[src/rtl/apm_pkg.sv]
// Shared constants, types and helpers for the advanced power manager.
package apm_pkg;

  typedef enum logic [2:0] {
    ST_IDLE    = 3'd0,
    ST_MEASURE = 3'd1,
    ST_DECIDE  = 3'd2,
    ST_ADJUST  = 3'd3,
    ST_SETTLE  = 3'd4
  } dvfs_state_e;

  localparam int          MEASURE_CYCLES   = 96;
  localparam logic [7:0]  MEASURE_LAST     = 8'(MEASURE_CYCLES - 1);
  localparam logic [7:0]  THERMAL_LIMIT_C  = 8'd85;
  localparam logic [2:0]  DEFAULT_LEVEL    = 3'd3;
  localparam logic [2:0]  LEVEL_CAP_FULL   = 3'd7;
  localparam logic [2:0]  LEVEL_CAP_LOW    = 3'd3;
  localparam logic [7:0]  MODE_PERFORMANCE = 8'd1;
  localparam logic [7:0]  MODE_LOW_POWER   = 8'd2;

  typedef struct packed {
    logic [15:0] power;
    logic [15:0] tops;
    logic [15:0] eff;
    logic [15:0] dyn;
    logic [15:0] leak;
    logic [3:0]  grade;
  } apm_metrics_t;

  function automatic logic [15:0] sat16(input logic [31:0] v);
    return (v > 32'h0000_FFFF) ? 16'hFFFF : v[15:0];
  endfunction

  function automatic logic [2:0] freq_cap(input logic [7:0] mode);
    return (mode == MODE_LOW_POWER) ? LEVEL_CAP_LOW : LEVEL_CAP_FULL;
  endfunction

endpackage

[src/rtl/apm_dvfs_ctrl.sv]
// DVFS controller: measures for a fixed window, decides a single-level step,
// applies it and dwells before measuring again. Voltage tracks this level.
module apm_dvfs_ctrl
  import apm_pkg::*;
(
  input  logic        clk,
  input  logic        rst_n,
  input  logic [7:0]  power_mode_i,
  input  logic [7:0]  temperature_i,
  input  logic [15:0] power_mw_i,
  input  logic [15:0] power_budget_i,
  input  logic [15:0] util_ma_i,
  input  logic [15:0] efficiency_i,
  input  logic [15:0] perf_target_i,
  input  logic [15:0] perf_margin_i,
  input  logic [7:0]  util_high_i,
  input  logic [7:0]  util_low_i,
  input  logic [7:0]  settle_cycles_i,
  output logic [2:0]  level_o,
  output dvfs_state_e state_o
);

  dvfs_state_e state_q, state_d;
  logic [7:0]  cnt_q, cnt_d;
  logic [2:0]  level_q, level_d;
  logic        step_up_q, step_up_d;

  logic [2:0]  cap;
  logic [7:0]  high_thr;
  logic [7:0]  settle_last;
  logic [16:0] eff_ceiling;
  logic        too_hot, over_budget, want_down, want_up;

  assign cap         = freq_cap(power_mode_i);
  assign high_thr    = (power_mode_i == MODE_PERFORMANCE) ? {1'b0, util_high_i[7:1]} : util_high_i;
  assign settle_last = (settle_cycles_i == 8'd0) ? 8'd0 : settle_cycles_i - 8'd1;
  assign eff_ceiling = {1'b0, perf_target_i} + {1'b0, perf_margin_i};
  assign too_hot     = temperature_i >= THERMAL_LIMIT_C;
  assign over_budget = power_mw_i > power_budget_i;

  // Downscaling wins; a level above the current mode's cap is always stepped down.
  assign want_down = (too_hot || over_budget || (util_ma_i < {8'h00, util_low_i}) ||
                      ({1'b0, efficiency_i} > eff_ceiling) || (level_q > cap)) &&
                     (level_q != 3'd0);
  assign want_up   = (util_ma_i > {8'h00, high_thr}) && (efficiency_i < perf_target_i) &&
                     !too_hot && !over_budget && (level_q < cap);

  always_comb begin
    state_d   = state_q;
    cnt_d     = cnt_q;
    level_d   = level_q;
    step_up_d = step_up_q;
    case (state_q)
      ST_IDLE: begin
        state_d = ST_MEASURE;
        cnt_d   = 8'd0;
      end
      ST_MEASURE: begin
        if (cnt_q == MEASURE_LAST) begin
          state_d = ST_DECIDE;
          cnt_d   = 8'd0;
        end else begin
          cnt_d = cnt_q + 8'd1;
        end
      end
      ST_DECIDE: begin
        if (want_down) begin
          state_d   = ST_ADJUST;
          step_up_d = 1'b0;
        end else if (want_up) begin
          state_d   = ST_ADJUST;
          step_up_d = 1'b1;
        end else begin
          state_d = ST_MEASURE;
          cnt_d   = 8'd0;
        end
      end
      ST_ADJUST: begin
        level_d = step_up_q ? level_q + 3'd1 : level_q - 3'd1;
        state_d = ST_SETTLE;
        cnt_d   = 8'd0;
      end
      ST_SETTLE: begin
        if (cnt_q >= settle_last) begin
          state_d = ST_MEASURE;
          cnt_d   = 8'd0;
        end else begin
          cnt_d = cnt_q + 8'd1;
        end
      end
      default: begin
        state_d = ST_IDLE;
        cnt_d   = 8'd0;
      end
    endcase
  end

  always_ff @(posedge clk or negedge rst_n) begin
    if (!rst_n) begin
      state_q   <= ST_IDLE;
      cnt_q     <= 8'd0;
      level_q   <= DEFAULT_LEVEL;
      step_up_q <= 1'b0;
    end else begin
      state_q   <= state_d;
      cnt_q     <= cnt_d;
      level_q   <= level_d;
      step_up_q <= step_up_d;
    end
  end

  assign level_o = level_q;
  assign state_o = state_q;

endmodule

[src/rtl/advanced_power_manager.sv]
// Power manager top: per-PE gating, quarter-domain enables, power/efficiency
// estimation and a utilisation average feeding the DVFS controller.
module advanced_power_manager
  import apm_pkg::*;
#(
  parameter int NUM_PES = 16
) (
  input  logic               clk,
  input  logic               reset,
  input  logic [7:0]         power_mode,
  input  logic [15:0]        utilization_target,
  input  logic [15:0]        performance_target,
  input  logic [NUM_PES-1:0] pe_active,
  input  logic [NUM_PES-1:0] pe_request,
  input  logic [15:0]        current_ops_count,
  input  logic [1:0]         precision_mode,
  input  logic [7:0]         temperature,
  input  logic [15:0]        power_budget,
  input  logic [7:0]         util_high_thresh_pct_cfg,
  input  logic [7:0]         util_low_thresh_pct_cfg,
  input  logic [15:0]        perf_hyst_margin_milli_cfg,
  input  logic [7:0]         dvfs_min_settle_cycles_cfg,
  output logic [3:0]         domain_power_enable,
  output logic [3:0]         domain_clock_enable,
  output logic [NUM_PES-1:0] pe_power_gate,
  output logic [NUM_PES-1:0] pe_clock_gate,
  output logic [2:0]         voltage_setting,
  output logic [2:0]         frequency_setting,
  output logic [15:0]        current_power_mw,
  output logic [15:0]        current_tops,
  output logic [15:0]        efficiency_tops_w,
  output logic [15:0]        dynamic_power_mw,
  output logic [15:0]        leakage_power_mw,
  output logic [15:0]        utilization_ma_out,
  output logic [3:0]         power_efficiency_grade
);

  localparam int DOM_W = NUM_PES / 4;

  apm_metrics_t       metrics_q, metrics_d;
  logic [15:0]        util_ma_q, util_ma_d;
  logic [NUM_PES-1:0] pgate_q, cgate_q;
  logic [3:0]         dom_pwr_q, dom_pwr_d, dom_clk_q, dom_clk_d;
  logic [17:0]        info_q;
  logic [2:0]         level;
  dvfs_state_e        dvfs_state;

  logic [NUM_PES-1:0] on_vec;
  logic [31:0]        act_cnt, on_cnt, util_pct, lvl, dyn_raw, leak_raw, pwr_raw, tops_raw, eff_raw;
  logic signed [31:0] ma_cur, ma_step;

  always_comb begin
    metrics_d = '0;
    on_vec    = pe_active | pe_request;
    act_cnt   = 32'd0;
    on_cnt    = 32'd0;
    for (int i = 0; i < NUM_PES; i++) begin
      act_cnt = act_cnt + 32'(pe_active[i]);
      on_cnt  = on_cnt + 32'(on_vec[i]);
    end
    util_pct  = act_cnt * 32'd100 / 32'(NUM_PES);
    // Signed division so a falling average truncates toward zero, not toward -inf.
    ma_cur    = signed'({16'h0000, util_ma_q});
    ma_step   = (signed'(util_pct) - ma_cur) / 32'sd8;
    util_ma_d = 16'(ma_cur + ma_step);

    lvl      = 32'(level) + 32'd1;
    dyn_raw  = act_cnt * lvl * lvl * 32'd2;
    leak_raw = on_cnt * lvl;
    pwr_raw  = dyn_raw + leak_raw;
    tops_raw = (32'(current_ops_count) * lvl) >> 4;

    metrics_d.power = sat16(pwr_raw);
    metrics_d.tops  = sat16(tops_raw);
    metrics_d.dyn   = sat16(dyn_raw);
    metrics_d.leak  = sat16(leak_raw);
    eff_raw         = (metrics_d.power == 16'd0) ? 32'd0 :
                      (32'(metrics_d.tops) * 32'd1000) / 32'(metrics_d.power);
    metrics_d.eff   = sat16(eff_raw);
    metrics_d.grade = (metrics_d.eff >= 16'd1500) ? 4'd15 : 4'(metrics_d.eff / 16'd100);

    for (int d = 0; d < 4; d++) begin
      dom_pwr_d[d] = |on_vec[d*DOM_W +: DOM_W];
      dom_clk_d[d] = |pe_active[d*DOM_W +: DOM_W];
    end
  end

  always_ff @(posedge clk or negedge reset) begin
    if (!reset) begin
      metrics_q <= '0;
      util_ma_q <= 16'd0;
      pgate_q   <= '1;
      cgate_q   <= '1;
      dom_pwr_q <= 4'd0;
      dom_clk_q <= 4'd0;
      info_q    <= 18'd0;
    end else begin
      metrics_q <= metrics_d;
      util_ma_q <= util_ma_d;
      pgate_q   <= ~on_vec;
      cgate_q   <= ~pe_active;
      dom_pwr_q <= dom_pwr_d;
      dom_clk_q <= dom_clk_d;
      info_q    <= {utilization_target, precision_mode};
    end
  end

  apm_dvfs_ctrl u_dvfs (
    .clk             (clk),
    .rst_n           (reset),
    .power_mode_i    (power_mode),
    .temperature_i   (temperature),
    .power_mw_i      (metrics_q.power),
    .power_budget_i  (power_budget),
    .util_ma_i       (util_ma_q),
    .efficiency_i    (metrics_q.eff),
    .perf_target_i   (performance_target),
    .perf_margin_i   (perf_hyst_margin_milli_cfg),
    .util_high_i     (util_high_thresh_pct_cfg),
    .util_low_i      (util_low_thresh_pct_cfg),
    .settle_cycles_i (dvfs_min_settle_cycles_cfg),
    .level_o         (level),
    .state_o         (dvfs_state)
  );

  assign domain_power_enable    = dom_pwr_q;
  assign domain_clock_enable    = dom_clk_q;
  assign pe_power_gate          = pgate_q;
  assign pe_clock_gate          = cgate_q;
  assign voltage_setting        = level;
  assign frequency_setting      = level;
  assign current_power_mw       = metrics_q.power;
  assign current_tops           = metrics_q.tops;
  assign efficiency_tops_w      = metrics_q.eff;
  assign dynamic_power_mw       = metrics_q.dyn;
  assign leakage_power_mw       = metrics_q.leak;
  assign utilization_ma_out     = util_ma_q;
  assign power_efficiency_grade = metrics_q.grade;

endmodule

[config.mk]
export PLATFORM = sky130hd
export DESIGN_NAME = advanced_power_manager
export DESIGN_NICKNAME = d
export VERILOG_FILES = /design/src/rtl/apm_pkg.sv /design/src/rtl/apm_dvfs_ctrl.sv /design/src/rtl/advanced_power_manager.sv
export SDC_FILE = /design/constraint.sdc
export NUM_CORES = 1
export LEC_CHECK = 0
export BUFFER_PORTS_ARGS = -buffer_cell sky130_fd_sc_hd__buf_2
export CAP_MARGIN = 10
export CORE_ASPECT_RATIO = 0.75
export CORE_MARGIN = 2
export CORE_UTILIZATION = 64
export CTS_CLUSTER_SIZE = 28
export DETAILED_ROUTE_END_ITERATION = 6
export PLACE_DENSITY_LB_ADDON = 0.25
export RECOVER_POWER = 100
export SETUP_SLACK_MARGIN = 0.3
export SYNTH_ARGS = -nofsm -noshare
export SYNTH_HDL_FRONTEND = slang
export SYNTH_SLANG_ARGS = --single-unit
export TNS_END_PERCENT = 50
[constraint.sdc]
create_clock -name clk -period 118.5 [get_ports clk]
set_input_delay 0 -clock clk [delete_from_list [all_inputs] [get_ports clk]]
set_output_delay 0 -clock clk [all_outputs]
set_load 0.01 [all_outputs]
== Word level (Yosys, flattened, before mapping) ==
Index checks and enable logic that the tools add are counted.

* Mux-type cells: 23
* Multiply operators: 6
* Bitwise logic cells: 4
* Reductions and logical operators: 28
* Order comparisons: 15
* Add/subtract/negate cells: 40
* Divide/modulo/power cells: 2
* Equality and inequality tests: 11

{| class="wikitable"
|+ Operator list
! cell !! count
|-
| $mux W16 || 5
|-
| $mul A16 B4 Y20 || 3
|-
| $mux W8 || 6
|-
| $add A15 B1 Y16 || 2
|-
| $div A26 B16 Y32 || 1
|-
| $gt A32 B16 Y1 const B || 1
|-
| $mux W32 || 1
|-
| $not A16 Y16 || 2
|-
| $reduce_or A4 Y1 || 8
|-
| $add A14 B1 Y15 || 2
|-
| $add A13 B1 Y14 || 2
|-
| $add A12 B1 Y13 || 2
|-
| $add A25 B20 Y26 || 1
|-
| $gt A26 B16 Y1 const B || 1
|-
| $gt A25 B16 Y1 const B || 1
|-
| $add A11 B1 Y12 || 2
|-
| $mul A20 B4 Y24 || 1
|-
| $pmux W8 S3 || 1
|-
| $mul A16 B7 Y23 const B || 1
|-
| $add A10 B1 Y11 || 2
|-
| $mul A16 B5 Y21 const B || 1
|-
| $add A9 B1 Y10 || 2
|-
| $gt A20 B16 Y1 const B || 1
|-
| $sub A19 B16 Y20 || 1
|-
| 53 further kinds || 79
|}

* Register bits: 155
* Input port bits: 156

== Logic depth before layout (Yosys ltp) ==
* Depth after elaboration: 26
* Gate-level depth with buffers: 515

== By module ==
Synthesis repeated with hierarchy kept, for this count alone.

* Cell total of the unflattened synthesis: 5141
* Area, all modules: 40207.3 um^2

{| class="wikitable"
|+ By module, submodules not included
! module !! cells an instance !! times used !! area an instance (um^2) !! seq. area each (um^2)
|-
| advanced_power_manager || 4706 || 1 || 36700.2 || 3368.2
|-
| apm_dvfs_ctrl || 435 || 1 || 3507.1 || 377.9
|}

== Worst setup path after synthesis ==
Ideal clock, no wire load.

* Path type: input -> register
* Start point: input pe_active[0]
* End point: register metrics_q (netlist bit efficiency_tops_w[0])
* Library setup time: 0.137 ns
* Arrival: 94.925 ns
* Stages on the path: 479
* Data required time: 118.363 ns
* Buffers on the path: 46
* Path slack: 23.439 ns
* Path through: inv_1 -> fa_1 -> fa_1 -> fa_1 -> fa_1 -> inv_1 -> ha_1 -> fa_1 -> xor2_1 -> nand2_1 -> fa_1 -> inv_1 -> fa_1 -> inv_1 -> fa_1 -> inv_1 -> a21oi_1 -> o21bai_1 -> [443 not listed] -> o21a_1 -> o21ai_0 -> nand2b_1 -> a211oi_1 -> and4bb_2 -> and2_1 -> buf_2 -> buf_2 -> nand2_1 -> o31ai_1 -> ha_1 -> a21o_1 -> a21o_1 -> a21oi_1 -> o21ai_0 -> a311oi_1 -> o211a_1 -> a31oi_1

{| class="wikitable"
|+ RTL lines
! item !! RTL line !! source
|-
| start: declaration || advanced_power_manager.sv:13 || <nowiki>input logic [NUM_PES-1:0] pe_active,</nowiki>
|-
| end signal: assignment || advanced_power_manager.sv:98 || <nowiki>metrics_q <= metrics_d;</nowiki>
|-
| end: declaration || advanced_power_manager.sv:40 || <nowiki>apm_metrics_t metrics_q, metrics_d;</nowiki>
|}

==> metrics.yaml <==
outcome: "finished with violations"
violations: "max-capacitance violations, max-slew violations"
path_class: "in -> reg"
cp_slowest_cell: "o211ai_4"
grt_max_degree: 82
slew_headroom_pct: -187
synth_warnings: 0
syn_inst: 5117
cp_data_arrival_time_ns: 111.27
finalHoldViolations: 0
cap_viol_max_count: 10
fin_nets: 6351
syn_avg_cell_area_um2: 7.77
core_area_um2: 61800
ys_ff_latch: 148
dieWidth_um: 292
cts_sinks: 148
grt_usage_pct: 37.2
period_share_pct: 93.7
drc_errors: 0
die_h_um: 220
synth_area_um2: 39800
antenna_found_initial: 8
die_area_um2: 64200
drtIter0Drc: 4084
clkTransAtPathRegs_ns: 0.09
io_buffers: 276
fp-row-count: 79
dp_hpwl_mm: 94.9
root_buffer: "clkbuf_16"
synth_async_sr_flop_share_pct: 100
cp.required_ns: 118.79
initial_utilization_pct: 64.4
r2r_cells: 448
min_from: "perf_hyst_margin_milli_cfg[15]"
drive_above_1_share_pct: 8.19
ant_nets: 0
vias: 40300
io_pins: 302
whs_path_depth: 6
rsz0062_at_grt: "no"
crit_buf_inv: 25
tightest_slew_ns: 4.30
syn_to_final_growth_pct: 8.13
crit_path_max_incr_delay_ns: 0.69
worstReg2RegStart: "u_dvfs.level_o[0]$_DFFE_PN1P_"
routedWlPerCell_um: 19.5
viasPerCell: 6.48
synth.distinct_cells: 124
routed_wl_mm: 122
drtPass1Iterations: 6
finalSetupViolCount: 0
yosysSeqAreaShare_pct: 9.42
cts_buffers: 17
r2r-end: "efficiency_tops_w[0]$_DFF_PN0_"
htree_levels: 4
place_congestion: 0.982
grt.overflow.total: 0
endpoint_kind: "flop"
synth_edf_count: 0
postCtsSetupBuffers: 0
whs_endpoint: "u_dvfs.step_up_q$_DFFE_PN0P_"
crit_top_cell: "o21a_1"
clockBufferDepth: 2
final_max_slew_viol_count: 396
grt_pass1_vias: 37600
clock_skew_ns: 0.0310
ys.flop_type: "dfrtp_1"
crit_path_max_fanout: 34
fin_setup_tns_ns: 0
grt_pass1_wl_mm: 196
rrSetupSlack_ns: 8.02
crit_path_start_kind: "primary input"
min_period_ns: 110.98
max_freq_mhz: 9.01
critPathTopFamily: "compound AO/OA/AOI/OAI gates"
clk_latency_ns: 0.50
cts_tree: "yes"
hold_class: "in -> reg"
[layout make-up]
type | instances | area (µm²)
antenna | 8 | 20.0
clock buffer | 17 | 425
clock inverter | 15 | 179
fill | 5144 | 18800
inverter | 399 | 1500
multi-input combinational | 4460 | 34200
sequential | 148 | 3750
tap | 810 | 1010
timing repair buffer | 372 | 1960
[worst min-delay path: stages]
cell,delay (ns)
buf_2,0.09
ha_1,0.14
nor3_1,0.06
nand2_1,0.11
a221oi_1,0.10
a21oi_1,0.10
[cells in the final DEF, fill, tap and decap left out, types with 114 or more instances in the layout]
cell | Yosys | final
nor3_1 | 242 | 240
clkbuf_1 | 77 | 171
nor2_1 | 391 | 391
a21oi_1 | 369 | 369
ha_1 | 660 | 660
buf_2 | 20 | 118
nand2_1 | 415 | 414
o21a_1 | 231 | 231
fa_1 | 137 | 136
a21o_1 | 125 | 125
inv_1 | 394 | 394
o21ai_0 | 219 | 222
dfrtp_1 | 114 | 114
xnor2_1 | 208 | 205
[layer usage]
layer	track usage (%)	vias up	part of all wire [%]
li1	-	19400	-
met1	52.8	18800	45
met2	54.9	1923	40
met3	9.79	292	12
met4	11.5	4	3.2
met5	0	-	0.021
[sequential cells by signal, indices dropped and copies added (netlist names), 4 cells and up]
| register | flops |
|---|---|
| efficiency_tops_w | 16 |
| dynamic_power_mw | 15 |
| power_efficiency_grade | 4 |
| pe_clock_gate | 16 |
| current_tops | 16 |
| pe_power_gate | 16 |
| domain_clock_enable | 4 |
| utilization_ma_out | 16 |
| u_dvfs.cnt_q | 8 |
| leakage_power_mw | 10 |
| domain_power_enable | 4 |
| current_power_mw | 16 |
[worst max path at each step]
stage / from / end / slack (ns) / cells past startpoint
finish: pe_active[0] / efficiency_tops_w[0]$_DFF_PN0_ / 7.52 / 456
CTS: pe_active[3] / efficiency_tops_w[0]$_DFF_PN0_ / 10.24 / 455
global placement: pe_active[3] / efficiency_tops_w[0]$_DFF_PN0_ / 12.93 / 451
floorplan: pe_active[0] / efficiency_tops_w[0]$_DFF_PN0_ / 23.44 / 479
detailed placement: pe_active[0] / efficiency_tops_w[0]$_DFF_PN0_ / 11.00 / 454
global route: pe_active[0] / efficiency_tops_w[0]$_DFF_PN0_ / 0.28 / 460
[kinds of logic (layout without fill, tap and decap cells)]
kind of cell             after synthesis  count (layout)  share of synthesized area [%]
AND/OR/NAND/NOR                     1659            1659                           20.6
adder cells (fa/ha/maj)              800             800                           27.7
buffers and inverters                521             803                           5.12
other                                  2              22                         0.0189
flip-flops                           148             148                           9.42
AO/OA/AOI/OAI                       1532            1532                           26.3
XOR/XNOR                             321             321                           7.09
multiplexers                         134             134                           3.70
[synth_stat cells (all sizes together) (45+ instances only)]
cell type / instances / area (µm²)
ha: 660 / 8260
nand2: 416 / 1560
inv: 398 / 1490
nor2: 392 / 1470
a21oi: 371 / 1860
nor3: 244 / 1240
o21ai: 235 / 1180
o21a: 231 / 1730
xnor2: 208 / 1820
fa: 137 / 2740
a21o: 125 / 938
dfrtp: 114 / 2850
xor2: 113 / 997
o31ai: 110 / 836
nand3: 103 / 521
mux2: 95 / 1080
nor2b: 79 / 494
clkbuf: 77 / 289
nand2b: 76 / 475
nand4: 73 / 463
and2: 62 / 388
a31oi: 51 / 319
o21bai: 49 / 372
or2: 48 / 303
a211oi: 46 / 370
o211ai: 46 / 369
buf: 45 / 250
[what timing repair did]
action | in CTS | in global routing
hold buffers | 43 | 0
setup endpoints to repair | 0 | 1
hold endpoints to repair | 120 | 0
gates resized for setup | 0 | 3
[per-stage QoR]
stage / utilization [%] / hold WS (ns) / setup slack [ns] / cells / instance area [µm²]
CTS: 70.0 / 0.130 / 10.24 / 6221 / 43200
detailed placement: 68.3 / 0.0677 / 11.00 / 6146 / 42200
finish: 69.6 / 0.156 / 7.52 / 6229 / 43000
global placement: 68.3 / 0.0650 / 12.93 / 6146 / 42200
floorplan: - / -0.296 / 23.44 / 5129 / 39800
global route: 69.6 / 0.180 / 0.279 / 6224 / 43000
Power is not shown: default switching activity piles up to over one toggle a cycle in this logic, so the estimate is an artifact.
